### config.mk
export PLATFORM = sky130hd
export DESIGN_NAME = vga_scan_gen
export DESIGN_NICKNAME = d
export VERILOG_FILES = /design/src/rtl/vga_timing_pkg.sv /design/src/rtl/sync_delay.sv /design/src/rtl/vga_scan_gen.sv
export SDC_FILE = /design/constraint.sdc
export NUM_CORES = 1
export LEC_CHECK = 0
export CORE_MARGIN = 2
export CORE_UTILIZATION = 55
export CTS_CLUSTER_DIAMETER = 50
export CTS_CLUSTER_SIZE = 30
export DETAILED_ROUTE_END_ITERATION = 7
export GPL_TIMING_DRIVEN = 1
export PLACE_DENSITY = 0.82
export SLEW_MARGIN = 25
export SYNTH_ARGS = -nofsm -noshare
export SYNTH_HDL_FRONTEND = slang
export SYNTH_SLANG_ARGS = --single-unit
### constraint.sdc
create_clock -name clk -period 3.8 [get_ports clk]
set_clock_uncertainty 0.05 [all_clocks]
set_input_delay 0.57 -clock clk [delete_from_list [all_inputs] [get_ports clk]]
set_output_delay 0.57 -clock clk [all_outputs]
set_load 0.05 [all_outputs]
### src/rtl/vga_timing_pkg.sv
// Default 640x480@60 raster timing constants and helpers shared by the scan generator.
package vga_timing_pkg;

  localparam int DEF_CLK_DIV    = 2;
  localparam int DEF_H_VISIBLE  = 640;
  localparam int DEF_H_FRONT    = 16;
  localparam int DEF_H_SYNC     = 96;
  localparam int DEF_H_BACK     = 48;
  localparam int DEF_V_VISIBLE  = 480;
  localparam int DEF_V_FRONT    = 10;
  localparam int DEF_V_SYNC     = 2;
  localparam int DEF_V_BACK     = 33;
  localparam int DEF_PIPE_DELAY = 2;

  // Sync/blank bundle carried through the latency-matching delay line.
  typedef struct packed {
    logic hs_n;
    logic vs_n;
    logic blk;
  } sync_t;

  localparam sync_t SYNC_IDLE = '{hs_n: 1'b1, vs_n: 1'b1, blk: 1'b1};

  function automatic int h_total(input int visible, input int front, input int sync, input int back);
    return visible + front + sync + back;
  endfunction

  function automatic int v_total(input int visible, input int front, input int sync, input int back);
    return visible + front + sync + back;
  endfunction

endpackage

### src/rtl/sync_delay.sv
// Clock-enabled shift register with a reset value; DEPTH=0 degenerates to a wire.
module sync_delay #(
  parameter int               WIDTH     = 3,
  parameter int               DEPTH     = 2,
  parameter logic [WIDTH-1:0] RESET_VAL = '1
) (
  input  logic             clk,
  input  logic             rst,
  input  logic             ce,
  input  logic [WIDTH-1:0] d,
  output logic [WIDTH-1:0] q
);

  generate
    if (DEPTH == 0) begin : g_bypass
      logic unused;
      assign unused = ^{clk, rst, ce};
      assign q = d;
    end else begin : g_pipe
      logic [WIDTH-1:0] stages [DEPTH];

      always_ff @(posedge clk) begin
        if (rst) begin
          for (int i = 0; i < DEPTH; i++) stages[i] <= RESET_VAL;
        end else if (ce) begin
          stages[0] <= d;
          for (int i = 1; i < DEPTH; i++) stages[i] <= stages[i-1];
        end
      end

      assign q = stages[DEPTH-1];
    end
  endgenerate

endmodule

### src/rtl/vga_scan_gen.sv
// VGA raster scan generator: pixel strobe, half-resolution coordinates for the
// background renderer, latency-matched sync/blank and a frame-end pulse.
module vga_scan_gen
  import vga_timing_pkg::*;
#(
  parameter int CLK_DIV    = DEF_CLK_DIV,
  parameter int H_VISIBLE  = DEF_H_VISIBLE,
  parameter int H_FRONT    = DEF_H_FRONT,
  parameter int H_SYNC     = DEF_H_SYNC,
  parameter int H_BACK     = DEF_H_BACK,
  parameter int V_VISIBLE  = DEF_V_VISIBLE,
  parameter int V_FRONT    = DEF_V_FRONT,
  parameter int V_SYNC     = DEF_V_SYNC,
  parameter int V_BACK     = DEF_V_BACK,
  parameter int PIPE_DELAY = DEF_PIPE_DELAY
) (
  input  logic       clk,
  input  logic       rst,
  output logic       pix_ce,
  output logic [8:0] pixel_x,
  output logic [7:0] pixel_y,
  output logic       hsync,
  output logic       vsync,
  output logic       blank,
  output logic       frame_end
);

  localparam int H_TOTAL = h_total(H_VISIBLE, H_FRONT, H_SYNC, H_BACK);
  localparam int V_TOTAL = v_total(V_VISIBLE, V_FRONT, V_SYNC, V_BACK);
  localparam int DIV_W   = (CLK_DIV > 1) ? $clog2(CLK_DIV) : 1;

  localparam logic [DIV_W-1:0] DIV_LAST = DIV_W'(CLK_DIV - 1);
  localparam logic [9:0] H_LAST   = 10'(H_TOTAL - 1);
  localparam logic [9:0] H_VIS    = 10'(H_VISIBLE);
  localparam logic [9:0] HS_START = 10'(H_VISIBLE + H_FRONT);
  localparam logic [9:0] HS_END   = 10'(H_VISIBLE + H_FRONT + H_SYNC);
  localparam logic [9:0] V_LAST   = 10'(V_TOTAL - 1);
  localparam logic [9:0] V_VIS    = 10'(V_VISIBLE);
  localparam logic [9:0] VS_START = 10'(V_VISIBLE + V_FRONT);
  localparam logic [9:0] VS_END   = 10'(V_VISIBLE + V_FRONT + V_SYNC);
  localparam logic [8:0] X_BLANK  = 9'(H_VISIBLE / 2);
  localparam logic [7:0] Y_BLANK  = 8'(V_VISIBLE / 2);

  logic [DIV_W-1:0] div;
  logic [9:0]       h;
  logic [9:0]       v;
  logic             line_end;
  sync_t            raw;
  sync_t            dly;

  assign pix_ce   = (div == DIV_LAST);
  assign line_end = (h == H_LAST);

  // With CLK_DIV=1 the strobe is always high, so div simply stays at zero.
  always_ff @(posedge clk) begin
    if (rst) begin
      div <= '0;
    end else if (pix_ce) begin
      div <= '0;
    end else begin
      div <= div + 1'b1;
    end
  end

  always_ff @(posedge clk) begin
    if (rst) begin
      h <= '0;
      v <= '0;
    end else if (pix_ce) begin
      h <= line_end ? '0 : h + 10'd1;
      if (line_end) v <= (v == V_LAST) ? '0 : v + 10'd1;
    end
  end

  assign raw.hs_n = !((h >= HS_START) && (h < HS_END));
  assign raw.vs_n = !((v >= VS_START) && (v < VS_END));
  assign raw.blk  = (h >= H_VIS) || (v >= V_VIS);

  assign pixel_x   = (h < H_VIS) ? h[9:1] : X_BLANK;
  assign pixel_y   = (v < V_VIS) ? v[8:1] : Y_BLANK;
  assign frame_end = pix_ce && line_end && (v == V_LAST);

  // Sync/blank are delayed to line up with the renderer's memory latency; coordinates are not.
  sync_delay #(
    .WIDTH    (3),
    .DEPTH    (PIPE_DELAY),
    .RESET_VAL(SYNC_IDLE)
  ) u_sync_delay (
    .clk(clk),
    .rst(rst),
    .ce (pix_ce),
    .d  (raw),
    .q  (dly)
  );

  assign hsync = dly.hs_n;
  assign vsync = dly.vs_n;
  assign blank = dly.blk;

endmodule

==> run_results.csv <==
group,metric,value,unit
cts,clock-sinks,27,
grt,grt.overflow.total,0,
cts,htree_levels,1,
placement,portBuffers,23,
cts,cts_setup_buffers,0,
sta,holdWs,0.465,ns
sta,max_freq,0.332,GHz
placement,placed_area,1680,um2
critical_path,critPathCaptureType,"output port",
cells_and_area,antennaDiodeCount,0,
grt,first_global_vias,1147,
flow_run,cap_violations,0,
synth,syn_nets,169,
cts,insertion_delay,0.31,ns
power,p_leak,0.576,nW
critical_path,critical_path_class,"reg -> out",
grt,grt_util_all_layers,0.195,
sta,maxSlewHeadroom,0.561,
synth,yosysWarningCount,0,
critical_path,crit_chain,"inv_1 -> ha_1 -> nor4b_1 -> nand4_1 -> nor2_1 -> clkdlybuf4s50_1",
synth,yosysSeqAreaShare,0.404,
placement,post-dp-hpwl,2150,um
critical_path,start_kind,"register",
cells_and_area,fillerInstances,226,
power,powerDensity,261,nW/um2
route,ant_nets,0,
floorplanning,io_pins,24,
route,remaining_drc_errors,0,
critical_path,cp.buffers_inverters,2,
cells_and_area,drive_gt1_frac,0.104,
critical_path,crit_family,"buffers and inverters",
critical_path,critPathSlowestCell,"clkdlybuf4s50_1",
synth,avgSynthCellArea,9.18,um2
critical_path,cp_max_fo,6,
cts,clkTransAtPathRegs,0.14,ns
route,vias,1254,
min_path,hold_end,"u_sync_delay.g_pipe.stages[0][5]",
sta,fin_crit,3.01,ns
critical_path,startpoint,"v[1]",
grt,grt_max_degree,15,
floorplanning,initial_core_util,0.589,
grt,grt_pass1_wl,5100,um
synth,yosysUniqueCellTypes,37,
floorplanning,fp.dieW,56.0,um
min_path,hp-start,"u_sync_delay.g_pipe.stages[0][2]",
synth,ys_seq_elements,27,
floorplanning,chipHeight,56.0,um
min_path,min_path_cells,1,
route,avgRoutedWirePerCell,14.2,um
cts,holdBufCountCts,0,
grt,antenna_found_initial,0,
sta,fin_setup_tns,0,ns
sta,maxSlewViolCount,0,
route,drt_first_pass_iters,4,
cells_and_area,finalInstanceArea,1710,um2
cts,cts-buffers-inserted,3,
critical_path,worstReg2RegEnd,"v[3]",
critical_path,crit_path_max_incr_delay,0.80,ns
critical_path,r2r_slack,1.94,ns
route,via_per_inst,5.92,
critical_path,r2r_cells,4,
cells_and_area,final_common_cell,"clkdlybuf4s50_1",
synth,synthCells,162,
cells_and_area,nNetsFinal,190,
floorplanning,dieArea,3130,um2
cells_and_area,most-common-layout-cells,"clkdlybuf4s50_1 (23), dfxtp_1 (21), nor2_1 (14)",
floorplanning,core,2520,um2
min_path,min_path_type,"reg -> reg",
sta,hold_violations,0,
cells_and_area,fin_cells,212,
critical_path,arrival,2.39,ns
route,routed_wl,3010,um
sta,rsz0062_at_grt,"no",
critical_path,reg2reg_from,"h[4]",
synth,syn-cell-area,1490,um2
cts,cts.path.max_buffers,2,
cells_and_area,areaGrowthSynthToFinish,14.8,%
critical_path,cp.required,3.18,ns
placement,place_congestion,0.878,
sta,setup_viol,0,
placement,dp_cells,208,
cts,ctsResizeCount,0,
sta,period_share,0.793,
sta,worst_pin_slew,0.652,ns
cts,cts_tree,"built",
power,ir_drop,0.229,mV
run_status,outcome,"complete, no violations",
route,drt_iter0_drc,27,
floorplanning,rows,18,
cts,cts-root-buf,"clkbuf_4",
cells in the mapped netlist:
library cell	instances	area, um2
nand4_4	1	21.3
nor2_1	14	52.6
nor2b_1	3	18.8
and4_1	3	26.3
o21ai_0	9	45.0
buf_6	2	22.5
ha_1	5	62.6
and4_2	1	10.0
nand3_1	9	45.0
and4bb_4	1	16.3
or3_1	4	25.0
nand2_1	8	30.0
nand4_1	7	43.8
or3_2	3	22.5
nor4b_1	2	17.5
xor2_1	4	35.0
and2_2	2	15.0
buf_4	1	7.51
nor3_1	3	15.0
nor3b_1	1	7.51
a21o_1	1	7.51
o31ai_1	1	7.51
dfxtp_1	21	420
o21bai_2	1	11.3
nand2b_1	6	37.5
and4b_2	1	11.3
o2111ai_1	1	8.76
or2_2	4	25.0
and2_1	8	50.1
clkbuf_1	3	11.3
bufbuf_16	1	32.5
or4_1	1	7.51
a21oi_1	11	55.1
xnor2_1	5	43.8
inv_1	6	22.5
and3_2	2	15.0
edfxtp_1	6	180
state kept, by name (all words and copies together) (netlist names):
| register | flops |
|---|---|
| h | 10 |
| v | 10 |
| u_sync_delay.g_pipe.stages | 6 |
| pix_ce | 1 |
worst max-delay path by stage:
stage	end	depth (start not counted)
finish	frame_end	6
global route	frame_end	6
CTS	frame_end	6
detailed placement	frame_end	6
global placement	frame_end	6
floorplan	frame_end	5
per-layer routing:
layer / share of wire / up-vias / global-route usage
met2: 0.49 / 43 / 0.333
met4: 0.010 / 0 / 0.0442
met1: 0.45 / 591 / 0.262
li1: - / 616 / -
met3: 0.052 / 4 / 0.0279
met5: 0 / - / 0
cell type report:
type,instances,area (um2),share of cell area
inverters,6,22.5,0.0132
repair buffers,23,230,0.135
well taps,30,37.5,0.0220
clock buffers,4,26.3,0.0154
flip-flops and latches,27,601,0.352
multi-input cells,122,790,0.463
cells by family after synthesis:
logic type / after synthesis / share of synthesized area
compound gates: 24 / 0.0909
xor+xnor: 9 / 0.0530
simple gates: 84 / 0.345
buf+inv: 13 / 0.0648
fa+ha+maj: 5 / 0.0421
flops: 27 / 0.404
power breakdown:
group | internal [mW] | leakage (nW) | total [mW] | switching, mW
logic | 0.00778 | 0.347 | 0.0232 | 0.0154
registers | 0.296 | 0.214 | 0.301 | 0.00461
clock network | 0.0410 | 0.0150 | 0.122 | 0.0809
worst register-to-register path, delay by kind of cell (launching register included):
kind | cells | cell delay, ns
AOI/OAI and AO/OA | 1 | 0.16
and+or+nand+nor | 3 | 1.07
DFF | 1 | 0.51
per-stage QoR:
stage,total power [mW],util,worst slack [ns]
2_1_floorplan,0.326,-,1.50
3_3_place_gp,0.329,0.666,1.23
3_5_place_dp,0.330,0.666,1.15
4_1_cts,0.447,0.677,0.793
5_1_grt,0.464,0.677,0.663
6_report,0.446,0.677,0.785
Power figures use the tool's default switching activity.
